$ cat src/rtl/frame_gen_pkg.sv
// frame_gen_pkg: framing constants and byte-position classification
// shared by the frame generator and its position counter.
package frame_gen_pkg;

  localparam logic [7:0] FAS_A1    = 8'hF6;
  localparam logic [7:0] FAS_A2    = 8'h28;
  localparam logic [7:0] ARQ_ON    = 8'hFF;
  localparam logic [7:0] ARQ_OFF   = 8'h00;
  localparam logic [7:0] ZERO_BYTE = 8'h00;

  localparam int unsigned COL_W = 11;

  localparam logic [10:0] COL_A1   = 11'd0;
  localparam logic [10:0] COL_A2   = 11'd3;
  localparam logic [10:0] COL_ARQ  = 11'd6;
  localparam logic [10:0] COL_MFAS = 11'd7;

  typedef enum logic [2:0] {
    POS_FAS,
    POS_ARQ,
    POS_MFAS,
    POS_OH_ZERO,
    POS_PAYLOAD,
    POS_STUFF
  } pos_t;

  function automatic pos_t pos_type(
    input logic        row0,
    input logic [10:0] col,
    input logic [10:0] oh_cols,
    input logic [10:0] last_col
  );
    pos_t t;
    if (col == last_col)
      t = POS_STUFF;
    else if (col >= oh_cols)
      t = POS_PAYLOAD;
    else if (!row0)
      t = POS_OH_ZERO;
    else if (col < COL_ARQ)
      t = POS_FAS;
    else if (col == COL_ARQ)
      t = POS_ARQ;
    else if (col == COL_MFAS)
      t = POS_MFAS;
    else
      t = POS_OH_ZERO;
    return t;
  endfunction

endpackage

$ cat src/rtl/frame_gen_if.sv
// frame_gen_if: client payload stream in, framed line stream out.
// master = the generator, slave = the surrounding environment.
interface frame_gen_if;
  logic [7:0] pyld_data;
  logic       pyld_valid;
  logic       pyld_ready;
  logic [7:0] frame_data;
  logic       frame_valid;
  logic       frame_fas;
  logic       line_ready;

  modport master (
    input  pyld_data, pyld_valid, line_ready,
    output pyld_ready, frame_data, frame_valid, frame_fas
  );

  modport slave (
    output pyld_data, pyld_valid, line_ready,
    input  pyld_ready, frame_data, frame_valid, frame_fas
  );
endinterface

$ cat src/rtl/frame_pos_counter.sv
// frame_pos_counter: row/column position of the next byte to build.
// clr_i returns to (0,0); adv_i steps one column with row wrap.
module frame_pos_counter #(
  parameter  int NUM_ROWS = 4,
  parameter  int NUM_COLS = 1041,
  localparam int RW       = $clog2(NUM_ROWS)
) (
  input  logic          clk_i,
  input  logic          rst_ni,
  input  logic          adv_i,
  input  logic          clr_i,
  output logic [RW-1:0] row_o,
  output logic [10:0]   col_o,
  output logic          last_col_o,
  output logic          last_row_o
);

  logic [RW-1:0] row_q, row_d;
  logic [10:0]   col_q, col_d;

  assign last_col_o = (col_q == 11'(NUM_COLS - 1));
  assign last_row_o = (row_q == RW'(NUM_ROWS - 1));
  assign row_o      = row_q;
  assign col_o      = col_q;

  always_comb begin
    row_d = row_q;
    col_d = col_q;
    unique case (1'b1)
      clr_i: begin
        row_d = '0;
        col_d = '0;
      end
      adv_i: begin
        if (last_col_o) begin
          col_d = '0;
          row_d = last_row_o ? '0 : row_q + 1'b1;
        end else begin
          col_d = col_q + 11'd1;
        end
      end
      default: ;
    endcase
  end

  always_ff @(posedge clk_i or negedge rst_ni) begin
    if (!rst_ni) begin
      row_q <= '0;
      col_q <= '0;
    end else begin
      row_q <= row_d;
      col_q <= col_d;
    end
  end

endmodule

$ cat src/rtl/frame_gen.sv
// frame_gen: builds FAS/overhead/payload/stuff line frames at constant rate.
// FRAME_GEN_MFAS_EN inserts an 8-bit multiframe count at row 0 col 7.
module frame_gen
  import frame_gen_pkg::*;
#(
  parameter  int NUM_ROWS = 4,
  parameter  int NUM_COLS = 1041,
  parameter  int OH_COLS  = 16,
  localparam int RW       = $clog2(NUM_ROWS)
) (
  input  logic          i_clk,
  input  logic          i_rst_n,
  input  logic          i_enable,
  input  logic          i_arq_en,
  frame_gen_if.master   bus,
  output logic [RW-1:0] o_row_cnt,
  output logic [10:0]   o_col_cnt,
  output logic          o_underrun
);

  logic [RW-1:0] row;
  logic [10:0]   col;
  logic          last_col, last_row;
  logic          load, xfer, is_pay;
  pos_t          pos;
  logic [7:0]    data_d, mfas;

  logic [7:0] data_q;
  logic       valid_q, fas_q, und_q, last_q;

  assign xfer   = valid_q && bus.line_ready;
  assign load   = i_enable && (!valid_q || bus.line_ready);
  assign pos    = pos_type(row == '0, col,
                           11'(OH_COLS), 11'(NUM_COLS - 1));
  assign is_pay = (pos == POS_PAYLOAD);

  frame_pos_counter #(
    .NUM_ROWS (NUM_ROWS),
    .NUM_COLS (NUM_COLS)
  ) u_pos (
    .clk_i      (i_clk),
    .rst_ni     (i_rst_n),
    .adv_i      (load),
    .clr_i      (!i_enable),
    .row_o      (row),
    .col_o      (col),
    .last_col_o (last_col),
    .last_row_o (last_row)
  );

`ifdef FRAME_GEN_MFAS_EN
  logic [7:0] mfas_q;

  // Count advances once the final byte of a frame has left the register.
  always_ff @(posedge i_clk or negedge i_rst_n) begin
    if (!i_rst_n)
      mfas_q <= '0;
    else if (xfer && last_q)
      mfas_q <= mfas_q + 8'd1;
  end

  assign mfas = mfas_q;
`else
  assign mfas = ZERO_BYTE;
`endif

  always_comb begin
    data_d = ZERO_BYTE;
    unique case (pos)
      POS_FAS:     data_d = (col < COL_A2) ? FAS_A1 : FAS_A2;
      POS_ARQ:     data_d = i_arq_en ? ARQ_ON : ARQ_OFF;
      POS_MFAS:    data_d = mfas;
      POS_PAYLOAD: data_d = bus.pyld_valid ? bus.pyld_data : ZERO_BYTE;
      default:     data_d = ZERO_BYTE;
    endcase
  end

  always_ff @(posedge i_clk or negedge i_rst_n) begin
    if (!i_rst_n) begin
      data_q  <= ZERO_BYTE;
      valid_q <= 1'b0;
      fas_q   <= 1'b0;
      und_q   <= 1'b0;
      last_q  <= 1'b0;
    end else begin
      und_q <= load && is_pay && !bus.pyld_valid;
      if (load) begin
        data_q  <= data_d;
        valid_q <= 1'b1;
        fas_q   <= (row == '0) && (col == COL_A1);
        last_q  <= last_row && last_col;
      end else if (xfer) begin
        data_q  <= ZERO_BYTE;
        valid_q <= 1'b0;
        fas_q   <= 1'b0;
        last_q  <= 1'b0;
      end
    end
  end

  assign bus.pyld_ready  = load && is_pay && bus.pyld_valid;
  assign bus.frame_data  = data_q;
  assign bus.frame_valid = valid_q;
  assign bus.frame_fas   = fas_q;
  assign o_underrun      = und_q;
  assign o_row_cnt       = row;
  assign o_col_cnt       = col;

endmodule

$ cat src/flat_wrapper.sv
// flat-port wrapper written by rule: the top's interface ports become plain ports
module frame_gen_flat import frame_gen_pkg::*;
#(
  parameter  int NUM_ROWS = 4,
  parameter  int NUM_COLS = 1041,
  parameter  int OH_COLS  = 16,
  localparam int RW       = $clog2(NUM_ROWS)
)
  (i_clk, i_rst_n, i_enable, i_arq_en, o_row_cnt, o_col_cnt, o_underrun, bus_pyld_data, bus_pyld_valid, bus_line_ready, bus_pyld_ready, bus_frame_data, bus_frame_valid, bus_frame_fas);
  frame_gen_if bus_i ();
  input  logic i_clk;
  input  logic i_rst_n;
  input  logic i_enable;
  input  logic i_arq_en;
  output logic [RW-1:0] o_row_cnt;
  output logic [10:0] o_col_cnt;
  output logic o_underrun;
  input wire logic [$bits(bus_i.pyld_data)-1:0] bus_pyld_data;
  input wire logic [$bits(bus_i.pyld_valid)-1:0] bus_pyld_valid;
  input wire logic [$bits(bus_i.line_ready)-1:0] bus_line_ready;
  output wire logic [$bits(bus_i.pyld_ready)-1:0] bus_pyld_ready;
  output wire logic [$bits(bus_i.frame_data)-1:0] bus_frame_data;
  output wire logic [$bits(bus_i.frame_valid)-1:0] bus_frame_valid;
  output wire logic [$bits(bus_i.frame_fas)-1:0] bus_frame_fas;
  assign bus_i.pyld_data = bus_pyld_data;
  assign bus_i.pyld_valid = bus_pyld_valid;
  assign bus_i.line_ready = bus_line_ready;
  assign bus_pyld_ready = bus_i.pyld_ready;
  assign bus_frame_data = bus_i.frame_data;
  assign bus_frame_valid = bus_i.frame_valid;
  assign bus_frame_fas = bus_i.frame_fas;
  frame_gen #(.NUM_ROWS(NUM_ROWS), .NUM_COLS(NUM_COLS), .OH_COLS(OH_COLS)) u_core (.i_clk(i_clk), .i_rst_n(i_rst_n), .i_enable(i_enable), .i_arq_en(i_arq_en), .bus(bus_i), .o_row_cnt(o_row_cnt), .o_col_cnt(o_col_cnt), .o_underrun(o_underrun));
endmodule
$ cat config.mk
export PLATFORM = sky130hd
export DESIGN_NAME = frame_gen_flat
export DESIGN_NICKNAME = d
export VERILOG_FILES = /design/src/rtl/frame_gen_pkg.sv /design/src/rtl/frame_gen_if.sv /design/src/rtl/frame_pos_counter.sv /design/src/rtl/frame_gen.sv /design/src/flat_wrapper.sv
export SDC_FILE = /design/constraint.sdc
export NUM_CORES = 1
export LEC_CHECK = 0
export ABC_AREA = 0
export CORE_ASPECT_RATIO = 1.25
export CORE_UTILIZATION = 35
export CTS_BUF_LIST = sky130_fd_sc_hd__clkbuf_4 sky130_fd_sc_hd__clkbuf_8
export CTS_CLUSTER_SIZE = 25
export DETAILED_ROUTE_END_ITERATION = 10
export PLACE_DENSITY = 0.63
export REMOVE_ABC_BUFFERS = 1
export SYNTH_ARGS = -nofsm -noshare
export SYNTH_HDL_FRONTEND = slang
export SYNTH_HIERARCHICAL = 1
export SYNTH_SLANG_ARGS = --single-unit
$ cat constraint.sdc
create_clock -name i_clk -period 2 [get_ports i_clk]
set_input_delay 0.2 -clock i_clk [delete_from_list [all_inputs] [get_ports i_clk]]
set_output_delay 0.2 -clock i_clk [all_outputs]
set_load 0.02 [all_outputs]
==> metrics.txt, run 1 <==
# TYPE chip_impl_metric gauge
chip_impl_metric{name="fraction_of_final_layout_cells_with_drive_strength_greater_than_1",unit=""} 0.260
chip_impl_metric{name="worstPathArrival",unit="ns"} 2.25
chip_impl_info{name="setup.worst_path.end_class",value="flop"} 1
chip_impl_metric{name="leakage",unit="µW"} 0.000940
chip_impl_metric{name="worst_skew_pair.late_latency",unit="ns"} 0.27
chip_impl_metric{name="max_freq",unit="GHz"} 0.492
chip_impl_metric{name="setup_tns",unit="ns"} -0.0335
chip_impl_info{name="crit_type",value="reg -> reg"} 1
chip_impl_metric{name="clkSlewWorstSetupHoldPaths",unit="ns"} 0.09
chip_impl_metric{name="postSynthAreaPerCell",unit="µm²"} 10.5
chip_impl_metric{name="routed-via-count",unit=""} 1389
chip_impl_metric{name="grt_pass1_wl",unit="mm"} 6.24
chip_impl_metric{name="timing.final.max_slew_violations",unit=""} 0
chip_impl_metric{name="power.density",unit="mW/mm²"} 575
chip_impl_metric{name="timing_worst_slew_pin_value",unit="ns"} 0.411
chip_impl_metric{name="final_hold_viol_count",unit=""} 0
chip_impl_metric{name="detail_route.wl_per_cell",unit="µm"} 15.2
chip_impl_metric{name="row_count",unit=""} 25
chip_impl_metric{name="layout-area-overhead-vs-synth",unit="%"} 53.1
chip_impl_metric{name="count_of_pins_on_the_block_boundary",unit=""} 39
chip_impl_metric{name="hpwl",unit="mm"} 3.02
chip_impl_metric{name="yosysSeqAreaShare",unit=""} 0.429
chip_impl_metric{name="layout_worst_path_cycle_share",unit=""} 1.02
chip_impl_metric{name="maxCapViolCount",unit=""} 0
chip_impl_metric{name="hold_ws",unit="ns"} 0.290
chip_impl_metric{name="fin_nets",unit=""} 222
chip_impl_info{name="ys.flop_type",value="sky130_fd_sc_hd__dfrtp_1"} 1
chip_impl_metric{name="cell_count_after_synthesis",unit=""} 133
chip_impl_metric{name="drt_iter0_markers",unit=""} 47
chip_impl_info{name="layout.cells.most_common",value="sky130_fd_sc_hd__clkdlybuf4s50_1"} 1
chip_impl_metric{name="nFillCells",unit=""} 353
chip_impl_metric{name="worst_ir_drop_vdd",unit="mV"} 0.233
chip_impl_info{name="run_status",value="finished, violations left"} 1
chip_impl_metric{name="cts_htree_levels",unit=""} 1
chip_impl_metric{name="synth-seq-cells",unit=""} 24
chip_impl_metric{name="floorplan.die_area",unit="mm²"} 0.00426
chip_impl_info{name="clock_tree_from_tritoncts",value="built"} 1
chip_impl_metric{name="max_slew_margin",unit=""} 0.726
chip_impl_metric{name="initial_utilization",unit=""} 0.367
chip_impl_info{name="commonest_cells_after_routing_fill_and_taps_aside",value="37 x sky130_fd_sc_hd__clkdlybuf4s50_1, 29 x sky130_fd_sc_hd__buf_4, 24 x sky130_fd_sc_hd__dfrtp_1"} 1
chip_impl_metric{name="pre_cts_ws",unit="ns"} -0.171
chip_impl_metric{name="critical_path_required",unit="ns"} 2.21
chip_impl_info{name="grt_setup_unrepaired",value="yes"} 1
chip_impl_metric{name="synth.cell_area",unit="mm²"} 0.00140
chip_impl_metric{name="grt_antenna_before_repair",unit=""} 0
chip_impl_metric{name="worst-path-max-fanout",unit=""} 4
chip_impl_metric{name="drtPass1Iterations",unit=""} 4
chip_impl_metric{name="gp_congestion",unit=""} 0.773
chip_impl_metric{name="timing.clock.skew",unit="ns"} 0.00901
chip_impl_metric{name="layout_setup_ws",unit="ns"} -0.0335
chip_impl_metric{name="die_y",unit="µm"} 72.7
chip_impl_metric{name="synth-edff-count",unit=""} 0
chip_impl_metric{name="async_reset_ff_frac",unit=""} 1.00
chip_impl_metric{name="first_global_vias",unit=""} 1402
chip_impl_metric{name="clk_path_buf_depth",unit=""} 2
chip_impl_metric{name="clock_sinks",unit=""} 24
chip_impl_info{name="crit_path_start_kind",value="flop"} 1
chip_impl_metric{name="via_to_cell_ratio",unit=""} 5.38
chip_impl_info{name="clock_tree.root_cell",value="sky130_fd_sc_hd__clkbuf_8"} 1
chip_impl_metric{name="drt-total-wl",unit="mm"} 3.93
chip_impl_metric{name="grt_usage",unit=""} 0.195
chip_impl_metric{name="dieWidth",unit="µm"} 58.6
chip_impl_metric{name="synth_cell_types",unit=""} 49
chip_impl_metric{name="diode_count",unit=""} 0
chip_impl_metric{name="ys_warn_count",unit=""} 6
chip_impl_metric{name="portBuffers",unit=""} 38
chip_impl_metric{name="timing.final.crit_period",unit="ns"} 2.03
chip_impl_metric{name="final_core_util",unit=""} 0.562
chip_impl_info{name="worstHoldPathType",value="in -> async"} 1
chip_impl_metric{name="grt_remaining_overflow",unit=""} 0
chip_impl_info{name="failing_checks",value="negative setup slack"} 1
chip_impl_metric{name="power",unit="µW"} 1230
chip_impl_metric{name="setup_viol_count_final",unit=""} 1
chip_impl_metric{name="core-area",unit="mm²"} 0.00382
chip_impl_metric{name="drc",unit=""} 0
chip_impl_metric{name="final_antenna_net_count",unit=""} 0
chip_impl_metric{name="numCtsBuffers",unit=""} 3
chip_impl_metric{name="largest_net_degree_at_the_start_of_global_routing",unit=""} 25
-- report_power, final --
group	internal (µW)	leakage, µW	switching, µW
Clock	176	0.0000288	162
Sequential	522	0.000316	23.2
Combinational	183	0.000596	168
-- critical path, stage by stage (launching register included) --
cell	delay, ns
sky130_fd_sc_hd__dfrtp_1	0.43
sky130_fd_sc_hd__buf_6	0.14
sky130_fd_sc_hd__or4b_4	0.52
sky130_fd_sc_hd__or3_4	0.35
sky130_fd_sc_hd__or4b_1	0.47
sky130_fd_sc_hd__nand3_1	0.09
-- cells in the mapped netlist (2+ instances only) --
cell | count | area (µm²)
sky130_fd_sc_hd__a221o_1 | 7 | 70.1
sky130_fd_sc_hd__a22o_1 | 2 | 17.5
sky130_fd_sc_hd__and2_1 | 3 | 18.8
sky130_fd_sc_hd__dfrtp_1 | 24 | 601
sky130_fd_sc_hd__ha_1 | 3 | 37.5
sky130_fd_sc_hd__inv_1 | 9 | 33.8
sky130_fd_sc_hd__nand2_1 | 17 | 63.8
sky130_fd_sc_hd__nand2b_1 | 2 | 12.5
sky130_fd_sc_hd__nand3_1 | 10 | 50.1
sky130_fd_sc_hd__nor2_1 | 3 | 11.3
sky130_fd_sc_hd__nor2b_1 | 2 | 12.5
sky130_fd_sc_hd__nor4_1 | 2 | 12.5
sky130_fd_sc_hd__o21ai_0 | 3 | 15.0
sky130_fd_sc_hd__o22ai_1 | 6 | 37.5
sky130_fd_sc_hd__or3_1 | 4 | 25.0
sky130_fd_sc_hd__or4_4 | 3 | 33.8
-- what timing repair did --
item	4_1_cts	5_1_grt
gates resized for setup	10	0
cloned	0	0
pin swaps	4	8
buffers inserted	4	1
setup endpoints to repair	11	10
hold buffers	0	0
-- metrics by stage --
stage	cells	cell area [µm²]
global route	258	2150
finish	258	2150
floorplan	130	1390
detailed placement	249	2040
global placement	249	2040
CTS	257	2140
-- state kept, by name, indices dropped and copies added (netlist names) --
register / count
u_core/bus.frame_data: 8
u_core/bus.frame_fas: 1
u_core/bus.frame_valid: 1
u_core/o_underrun: 1
u_core/u_pos/col_o: 11
u_core/u_pos/row_o: 2
-- kinds of logic after synthesis --
group                      Yosys count  share of synthesized area
buffers and inverters               12                     0.0357
muxes                                1                    0.00714
and+or+nand+nor                     57                      0.255
AOI/OAI and AO/OA                   35                      0.240
adders and majority gates            3                     0.0268
xor gates and xnor gates             1                    0.00625
DFF                                 24                      0.429
-- per-layer routing --
| layer | share of wire | GRT usage | routed length, µm | vias up |
|---|---|---|---|---|
| met4 | 0.012 | 0.0608 | 46 | 0 |
| met3 | 0.049 | 0.0337 | 191 | 6 |
| li1 | - | - | - | 656 |
| met5 | 0 | 0 | 0 | - |
| met2 | 0.54 | 0.369 | 2110 | 46 |
| met1 | 0.40 | 0.216 | 1580 | 681 |
-- final cells by class --
cell class | instances | area [µm²] | share of cell area
Clock buffer | 4 | 55.1 | 0.0257
Inverter | 9 | 33.8 | 0.0157
Multi-Input combinational cell | 97 | 756 | 0.352
Sequential cell | 24 | 601 | 0.280
Tap cell | 54 | 67.6 | 0.0315
Timing Repair Buffer | 70 | 633 | 0.295
-- final timing paths --
| kind | slack, ns | endpoint | depth (start not counted) | from |
|---|---|---|---|---|
| setup / recovery | -0.03 | u_core/u_pos/row_o[0] | 5 | u_core/u_pos/col_o[2] |
| hold / removal | 0.29 | u_core/u_pos/col_o[6] | 2 | i_rst_n |
| setup reg to reg | -0.03 | u_core/u_pos/row_o[0] | 5 | u_core/u_pos/col_o[2] |
| hold reg to reg | 0.50 | u_core/bus.frame_fas | 2 | u_core/bus.frame_fas |
| max in group asynchronous | 1.46 | u_core/bus.frame_fas | 2 | i_rst_n |
| min in group i_clk | 0.50 | u_core/bus.frame_fas | 2 | u_core/bus.frame_fas |
(Power assumes the default switching activity.)
==> inputs of run 2 (changes only) <==
- CELL_PAD_IN_SITES_DETAIL_PLACEMENT: not set -> 2
- CELL_PAD_IN_SITES_GLOBAL_PLACEMENT: not set -> 2
- CORE_UTILIZATION: 35 -> 30
- PLACE_DENSITY: 0.63 -> 0.8
- clock period: 2 -> 1.9 ns (I/O delays scaled with it)
==> metrics.txt, run 2 (synthesized netlist as in run 1, its figures left out) <==
# TYPE chip_impl_metric gauge
chip_impl_info{name="run_status",value="finished, violations left"} 1
chip_impl_info{name="failing_checks",value="negative setup slack"} 1
chip_impl_info{name="setup.worst_path.end_class",value="flop"} 1
chip_impl_metric{name="portBuffers",unit=""} 38
chip_impl_metric{name="timing.final.max_slew_violations",unit=""} 0
chip_impl_metric{name="clk_path_buf_depth",unit=""} 2
chip_impl_metric{name="layout_setup_ws",unit="ns"} -0.265
chip_impl_info{name="grt_setup_unrepaired",value="yes"} 1
chip_impl_metric{name="worst-r2r-setup-slack",unit="ns"} -0.26
chip_impl_metric{name="postCtsHoldBufs",unit=""} 0
chip_impl_metric{name="floorplan.die_area",unit="mm²"} 0.00495
chip_impl_metric{name="ff_latch_area",unit="µm²"} 601
chip_impl_metric{name="fin_nets",unit=""} 229
chip_impl_metric{name="clkSlewWorstSetupHoldPaths",unit="ns"} 0.09
chip_impl_metric{name="power",unit="µW"} 1380
chip_impl_info{name="timing.rr.start",value="u_core/u_pos/col_o[1]"} 1
chip_impl_metric{name="grt_usage",unit=""} 0.254
chip_impl_metric{name="drc",unit=""} 0
chip_impl_info{name="crit_type",value="reg -> reg"} 1
chip_impl_metric{name="diode_count",unit=""} 0
chip_impl_info{name="crit_path_start",value="u_core/u_pos/col_o[1]"} 1
chip_impl_metric{name="nFillCells",unit=""} 459
chip_impl_metric{name="drtPass1Iterations",unit=""} 4
chip_impl_metric{name="worstPathArrival",unit="ns"} 2.32
chip_impl_metric{name="pre_cts_ws",unit="ns"} -0.303
chip_impl_metric{name="timing.final.crit_period",unit="ns"} 2.16
chip_impl_metric{name="fin_area",unit="mm²"} 0.00232
chip_impl_metric{name="worst_skew_pair.late_latency",unit="ns"} 0.27
chip_impl_metric{name="final_antenna_net_count",unit=""} 0
chip_impl_metric{name="timing.clock.skew",unit="ns"} 0.00230
chip_impl_metric{name="initial_utilization",unit=""} 0.314
chip_impl_metric{name="drt-total-wl",unit="mm"} 6.61
chip_impl_metric{name="grt_remaining_overflow",unit=""} 0
chip_impl_metric{name="gp_congestion",unit=""} 0.750
chip_impl_metric{name="cts_htree_levels",unit=""} 1
chip_impl_metric{name="detail_route.wl_per_cell",unit="µm"} 24.6
chip_impl_metric{name="numCtsBuffers",unit=""} 3
chip_impl_metric{name="timing_worst_slew_pin_value",unit="ns"} 0.508
chip_impl_metric{name="fraction_of_final_layout_cells_with_drive_strength_greater_than_1",unit=""} 0.351
chip_impl_metric{name="via_to_cell_ratio",unit=""} 5.53
chip_impl_metric{name="grt_antenna_before_repair",unit=""} 0
chip_impl_metric{name="largest_register_ffs",unit=""} 11
chip_impl_metric{name="dieWidth",unit="µm"} 63.1
chip_impl_info{name="crit_path_start_kind",value="flop"} 1
chip_impl_metric{name="maxCapViolCount",unit=""} 0
chip_impl_metric{name="max_freq",unit="GHz"} 0.462
chip_impl_metric{name="setup_viol_count_final",unit=""} 19
chip_impl_info{name="worstHoldPathType",value="in -> async"} 1
chip_impl_metric{name="final_hold_viol_count",unit=""} 0
chip_impl_metric{name="hpwl",unit="mm"} 4.40
chip_impl_info{name="layout.cells.most_common",value="sky130_fd_sc_hd__clkdlybuf4s50_1"} 1
chip_impl_metric{name="die_y",unit="µm"} 78.4
chip_impl_info{name="crit-reg2reg-capture",value="u_core/bus.frame_data[1]"} 1
chip_impl_metric{name="worst_ir_drop_vdd",unit="mV"} 0.295
chip_impl_metric{name="first_global_vias",unit=""} 1641
chip_impl_metric{name="leakage",unit="µW"} 0.00102
chip_impl_metric{name="worst-path-max-fanout",unit=""} 8
chip_impl_metric{name="row_count",unit=""} 27
chip_impl_metric{name="layout-area-overhead-vs-synth",unit="%"} 65.3
chip_impl_info{name="worst_setup_path_end",value="u_core/bus.frame_data[1]"} 1
chip_impl_info{name="clock_tree_from_tritoncts",value="built"} 1
chip_impl_metric{name="max_slew_margin",unit=""} 0.660
chip_impl_metric{name="placed_cell_area",unit="mm²"} 0.00208
chip_impl_metric{name="layout_worst_path_cycle_share",unit=""} 1.14
chip_impl_info{name="commonest_cells_after_routing_fill_and_taps_aside",value="37 x sky130_fd_sc_hd__clkdlybuf4s50_1, 32 x sky130_fd_sc_hd__buf_4, 24 x sky130_fd_sc_hd__dfrtp_1"} 1
chip_impl_metric{name="largest_net_degree_at_the_start_of_global_routing",unit=""} 25
chip_impl_metric{name="routed-via-count",unit=""} 1488
chip_impl_metric{name="critical_path_required",unit="ns"} 2.05
chip_impl_info{name="clock_tree.root_cell",value="sky130_fd_sc_hd__clkbuf_8"} 1
chip_impl_metric{name="clock_sinks",unit=""} 24
chip_impl_metric{name="power.density",unit="mW/mm²"} 594
chip_impl_metric{name="count_of_pins_on_the_block_boundary",unit=""} 39
chip_impl_metric{name="ff2ff_path_depth",unit=""} 5
chip_impl_metric{name="drt_iter0_markers",unit=""} 55
chip_impl_metric{name="core-area",unit="mm²"} 0.00446
chip_impl_metric{name="area_taken_by_multi_input_logic_gates",unit="µm²"} 853
chip_impl_metric{name="grt_pass1_wl",unit="mm"} 9.34
-- run 2: per-stage QoR --
| step | cells | hold slack [ns] | util | TNS [ns] |
|---|---|---|---|---|
| 6_report | 269 | 0.282 | 0.519 | -2.62 |
| 3_3_place_gp | 258 | 0.471 | 0.466 | -1.47 |
| 3_5_place_dp | 258 | 0.518 | 0.466 | -2.84 |
| 5_1_grt | 269 | 0.303 | 0.519 | -3.56 |
| 4_1_cts | 262 | 0.292 | 0.481 | -2.96 |
| 2_1_floorplan | 130 | -0.106 | - | -2.95 |
-- run 2: how the worst min path moves through the flow --
stage	from	endpoint	slack (ns)
floorplan	i_rst_n	u_core/bus.frame_data[0]	-0.11
CTS	i_rst_n	u_core/bus.frame_data[0]	0.29
global placement	u_core/bus.frame_fas	u_core/bus.frame_fas	0.47
finish	i_rst_n	u_core/bus.frame_data[3]	0.28
detailed placement	u_core/bus.frame_data[2]	u_core/bus.frame_data[2]	0.52
global route	i_rst_n	u_core/bus.frame_data[0]	0.30
-- run 2: critical path, stage by stage (launching register included) --
cell,delay [ns]
sky130_fd_sc_hd__dfrtp_1,0.40
sky130_fd_sc_hd__or4_4,0.56
sky130_fd_sc_hd__o41ai_4,0.41
sky130_fd_sc_hd__a211oi_4,0.16
sky130_fd_sc_hd__buf_6,0.17
sky130_fd_sc_hd__a221o_1,0.34
-- run 2: final cells by class --
class	instances	share of cell area
multi-input combinational	97	0.368
inverter	9	0.0146
clock buffer	4	0.0238
timing repair buffer	77	0.303
sequential	24	0.259
tap	58	0.0313
-- run 2: layer usage --
metal / up-vias / track usage / routed length, µm
met3: 13 / 0.0436 / 306
met4: 0 / 0.0953 / 215
met1: 755 / 0.257 / 2300
met2: 53 / 0.504 / 3790
li1: 667 / - / -
met5: - / 0 / 0
-- run 2: power breakdown --
| group | internal (µW) | total, µW | switching (µW) |
|---|---|---|---|
| Clock | 186 | 365 | 179 |
| Sequential | 549 | 575 | 26.0 |
| Combinational | 209 | 435 | 227 |
| Total | 944 | 1380 | 431 |
-- run 2: what timing repair did --
item | in CTS | in global routing
setup buffers | 0 | 7
endpoints found under the setup margin | 17 | 20
resized for setup | 8 | 22
pin swaps | 8 | 24
cloned | 0 | 0
==> inputs of run 3 (changes only) <==
- CAP_MARGIN: not set -> 30
- REMOVE_ABC_BUFFERS: 1 -> not set
==> metrics.txt, run 3 (synthesized netlist as in run 1, its figures left out) <==
# TYPE chip_impl_metric gauge
chip_impl_info{name="clock_tree_from_tritoncts",value="built"} 1
chip_impl_info{name="failing_checks",value="negative setup slack"} 1
chip_impl_metric{name="core-area",unit="mm²"} 0.00446
chip_impl_metric{name="hpwl",unit="mm"} 4.25
chip_impl_metric{name="worstPathArrival",unit="ns"} 2.30
chip_impl_metric{name="grt_usage",unit=""} 0.249
chip_impl_metric{name="routed-via-count",unit=""} 1497
chip_impl_metric{name="critical_path_required",unit="ns"} 2.12
chip_impl_info{name="commonest_cells_after_routing_fill_and_taps_aside",value="37 x sky130_fd_sc_hd__clkdlybuf4s50_1, 32 x sky130_fd_sc_hd__buf_4, 19 x sky130_fd_sc_hd__dfrtp_1"} 1
chip_impl_metric{name="clock_sinks",unit=""} 24
chip_impl_metric{name="mappedNetlistNets",unit=""} 150
chip_impl_info{name="setup.worst_path.end_class",value="flop"} 1
chip_impl_metric{name="max_slew_margin",unit=""} 0.667
chip_impl_info{name="crit_path_top_delay_cell",value="sky130_fd_sc_hd__or4b_4"} 1
chip_impl_metric{name="drt_iter0_markers",unit=""} 28
chip_impl_info{name="run_status",value="finished, violations left"} 1
chip_impl_metric{name="largest_register_ffs",unit=""} 11
chip_impl_info{name="worstHoldPathType",value="in -> async"} 1
chip_impl_metric{name="critPathMaxStageDelay",unit="ns"} 0.52
chip_impl_metric{name="dieWidth",unit="µm"} 63.1
chip_impl_metric{name="grt_remaining_overflow",unit=""} 0
chip_impl_metric{name="timing.final.crit_period",unit="ns"} 2.08
chip_impl_metric{name="diode_count",unit=""} 0
chip_impl_metric{name="layout-area-overhead-vs-synth",unit="%"} 63.4
chip_impl_metric{name="first_global_vias",unit=""} 1665
chip_impl_metric{name="via_to_cell_ratio",unit=""} 5.57
chip_impl_metric{name="bufs_and_invs_on_worst_path",unit=""} 1
chip_impl_metric{name="clkSlewWorstSetupHoldPaths",unit="ns"} 0.09
chip_impl_metric{name="worst-path-max-fanout",unit=""} 8
chip_impl_metric{name="detail_route.wl_per_cell",unit="µm"} 24.0
chip_impl_metric{name="fin_nets",unit=""} 229
chip_impl_info{name="clock_tree.root_cell",value="sky130_fd_sc_hd__clkbuf_8"} 1
chip_impl_metric{name="max_freq",unit="GHz"} 0.480
chip_impl_metric{name="post-place-cells",unit=""} 259
chip_impl_metric{name="layout_setup_ws",unit="ns"} -0.182
chip_impl_metric{name="setup_viol_count_final",unit=""} 19
chip_impl_metric{name="grt_pass1_wl",unit="mm"} 9.20
chip_impl_metric{name="worst_ir_drop_vdd",unit="mV"} 0.225
chip_impl_info{name="worst_path_most_repeated_cell",value="sky130_fd_sc_hd__or4b_4"} 1
chip_impl_metric{name="ff_latch_area",unit="µm²"} 607
chip_impl_metric{name="nFillCells",unit=""} 463
chip_impl_metric{name="portBuffers",unit=""} 38
chip_impl_metric{name="postCtsHoldBufs",unit=""} 0
chip_impl_metric{name="timing.clock.skew",unit="ns"} 0.00794
chip_impl_metric{name="count_of_pins_on_the_block_boundary",unit=""} 39
chip_impl_metric{name="maxCapViolCount",unit=""} 0
chip_impl_metric{name="worst_skew_pair.late_latency",unit="ns"} 0.28
chip_impl_metric{name="drc",unit=""} 0
chip_impl_metric{name="area_taken_by_multi_input_logic_gates",unit="µm²"} 827
chip_impl_metric{name="cts_htree_levels",unit=""} 1
chip_impl_info{name="grt_setup_unrepaired",value="yes"} 1
chip_impl_metric{name="layoutNonFillerInstCount",unit=""} 269
chip_impl_metric{name="clk_path_buf_depth",unit=""} 2
chip_impl_metric{name="leakage",unit="µW"} 0.000994
chip_impl_info{name="crit_type",value="reg -> reg"} 1
chip_impl_metric{name="numCtsBuffers",unit=""} 3
chip_impl_info{name="crit_path_start_kind",value="flop"} 1
chip_impl_metric{name="gp_congestion",unit=""} 0.804
chip_impl_info{name="timing.critical_path.max_delay_family",value="simple AND/OR/NAND/NOR gates"} 1
chip_impl_metric{name="grt_antenna_before_repair",unit=""} 0
chip_impl_metric{name="layout_worst_path_cycle_share",unit=""} 1.10
chip_impl_metric{name="final_hold_viol_count",unit=""} 0
chip_impl_metric{name="fraction_of_final_layout_cells_with_drive_strength_greater_than_1",unit=""} 0.355
chip_impl_metric{name="final_antenna_net_count",unit=""} 0
chip_impl_metric{name="drt-total-wl",unit="mm"} 6.46
chip_impl_metric{name="floorplan.die_area",unit="mm²"} 0.00495
chip_impl_metric{name="power",unit="µW"} 1330
chip_impl_metric{name="die_y",unit="µm"} 78.4
chip_impl_metric{name="initial_utilization",unit=""} 0.314
chip_impl_info{name="crit_chain",value="buf_6 > or4b_4 > or3_4 > or4b_4 > nand3_2"} 1
chip_impl_metric{name="timing.final.max_slew_violations",unit=""} 0
chip_impl_metric{name="power.density",unit="mW/mm²"} 583
chip_impl_info{name="layout.cells.most_common",value="sky130_fd_sc_hd__clkdlybuf4s50_1"} 1
chip_impl_metric{name="drtPass1Iterations",unit=""} 4
chip_impl_metric{name="row_count",unit=""} 27
chip_impl_metric{name="largest_net_degree_at_the_start_of_global_routing",unit=""} 25
chip_impl_metric{name="timing_worst_slew_pin_value",unit="ns"} 0.495
-- run 3: path summary, 6_finish.rpt --
kind,from,to,slack [ns],cells past startpoint
worst max-delay path,u_core/u_pos/col_o[3],u_core/u_pos/row_o[0],-0.18,5
worst min-delay path,i_rst_n,u_core/bus.frame_data[5],0.33,2
worst max register to register,u_core/u_pos/col_o[3],u_core/u_pos/row_o[0],-0.18,5
worst min register to register,u_core/bus.frame_data[2],u_core/bus.frame_data[2],0.54,1
max in group asynchronous,i_rst_n,u_core/u_pos/col_o[8],1.28,2
min in group i_clk,bus_pyld_valid,u_core/o_underrun,0.52,2
-- run 3: metrics by stage --
stage / TNS (ns) / instance area, µm² / hold WS [ns] / setup slack [ns] / util
after global routing: -3.06 / 2290 / 0.339 / -0.214 / 0.513
after detailed placement: -1.84 / 2090 / 0.504 / -0.197 / 0.469
after floorplan: -1.13 / 1410 / -0.106 / -0.203 / -
after CTS: -2.13 / 2220 / 0.295 / -0.244 / 0.499
after global placement: -0.881 / 2090 / 0.471 / -0.161 / 0.469
final: -2.02 / 2290 / 0.333 / -0.182 / 0.513
-- run 3: worst reg2reg max path: stages (launching register included) --
cell,delay [ns]
sky130_fd_sc_hd__dfrtp_2,0.43
sky130_fd_sc_hd__buf_6,0.14
sky130_fd_sc_hd__or4b_4,0.52
sky130_fd_sc_hd__or3_4,0.35
sky130_fd_sc_hd__or4b_4,0.51
sky130_fd_sc_hd__nand3_2,0.07
-- run 3: layer usage --
layer | part of all wire | global-route usage | up-vias
met5 | 0 | 0 | -
met3 | 0.032 | 0.0305 | 13
met2 | 0.57 | 0.504 | 41
met1 | 0.38 | 0.263 | 773
li1 | - | - | 670
met4 | 0.025 | 0.0628 | 0
-- run 3: power by group --
part | switching [µW] | internal (µW)
clock network | 174 | 165
logic | 221 | 199
registers | 26.5 | 550
total | 421 | 914
-- run 3: layout make-up --
class                      count  share of cell area
clock buffer                   4              0.0213
inverter                       9              0.0148
multi-input combinational     97               0.361
sequential                    24               0.265
tap                           58              0.0317
timing repair buffer          77               0.306
-- run 3: repair_timing --
item                                    4_1_cts  5_1_grt
endpoints found under the setup margin       18       21
cloned                                        0        0
resized for setup                            19        7
pin swaps                                    11        7
buffers inserted                              2        4
endpoints found under the hold margin         0        0
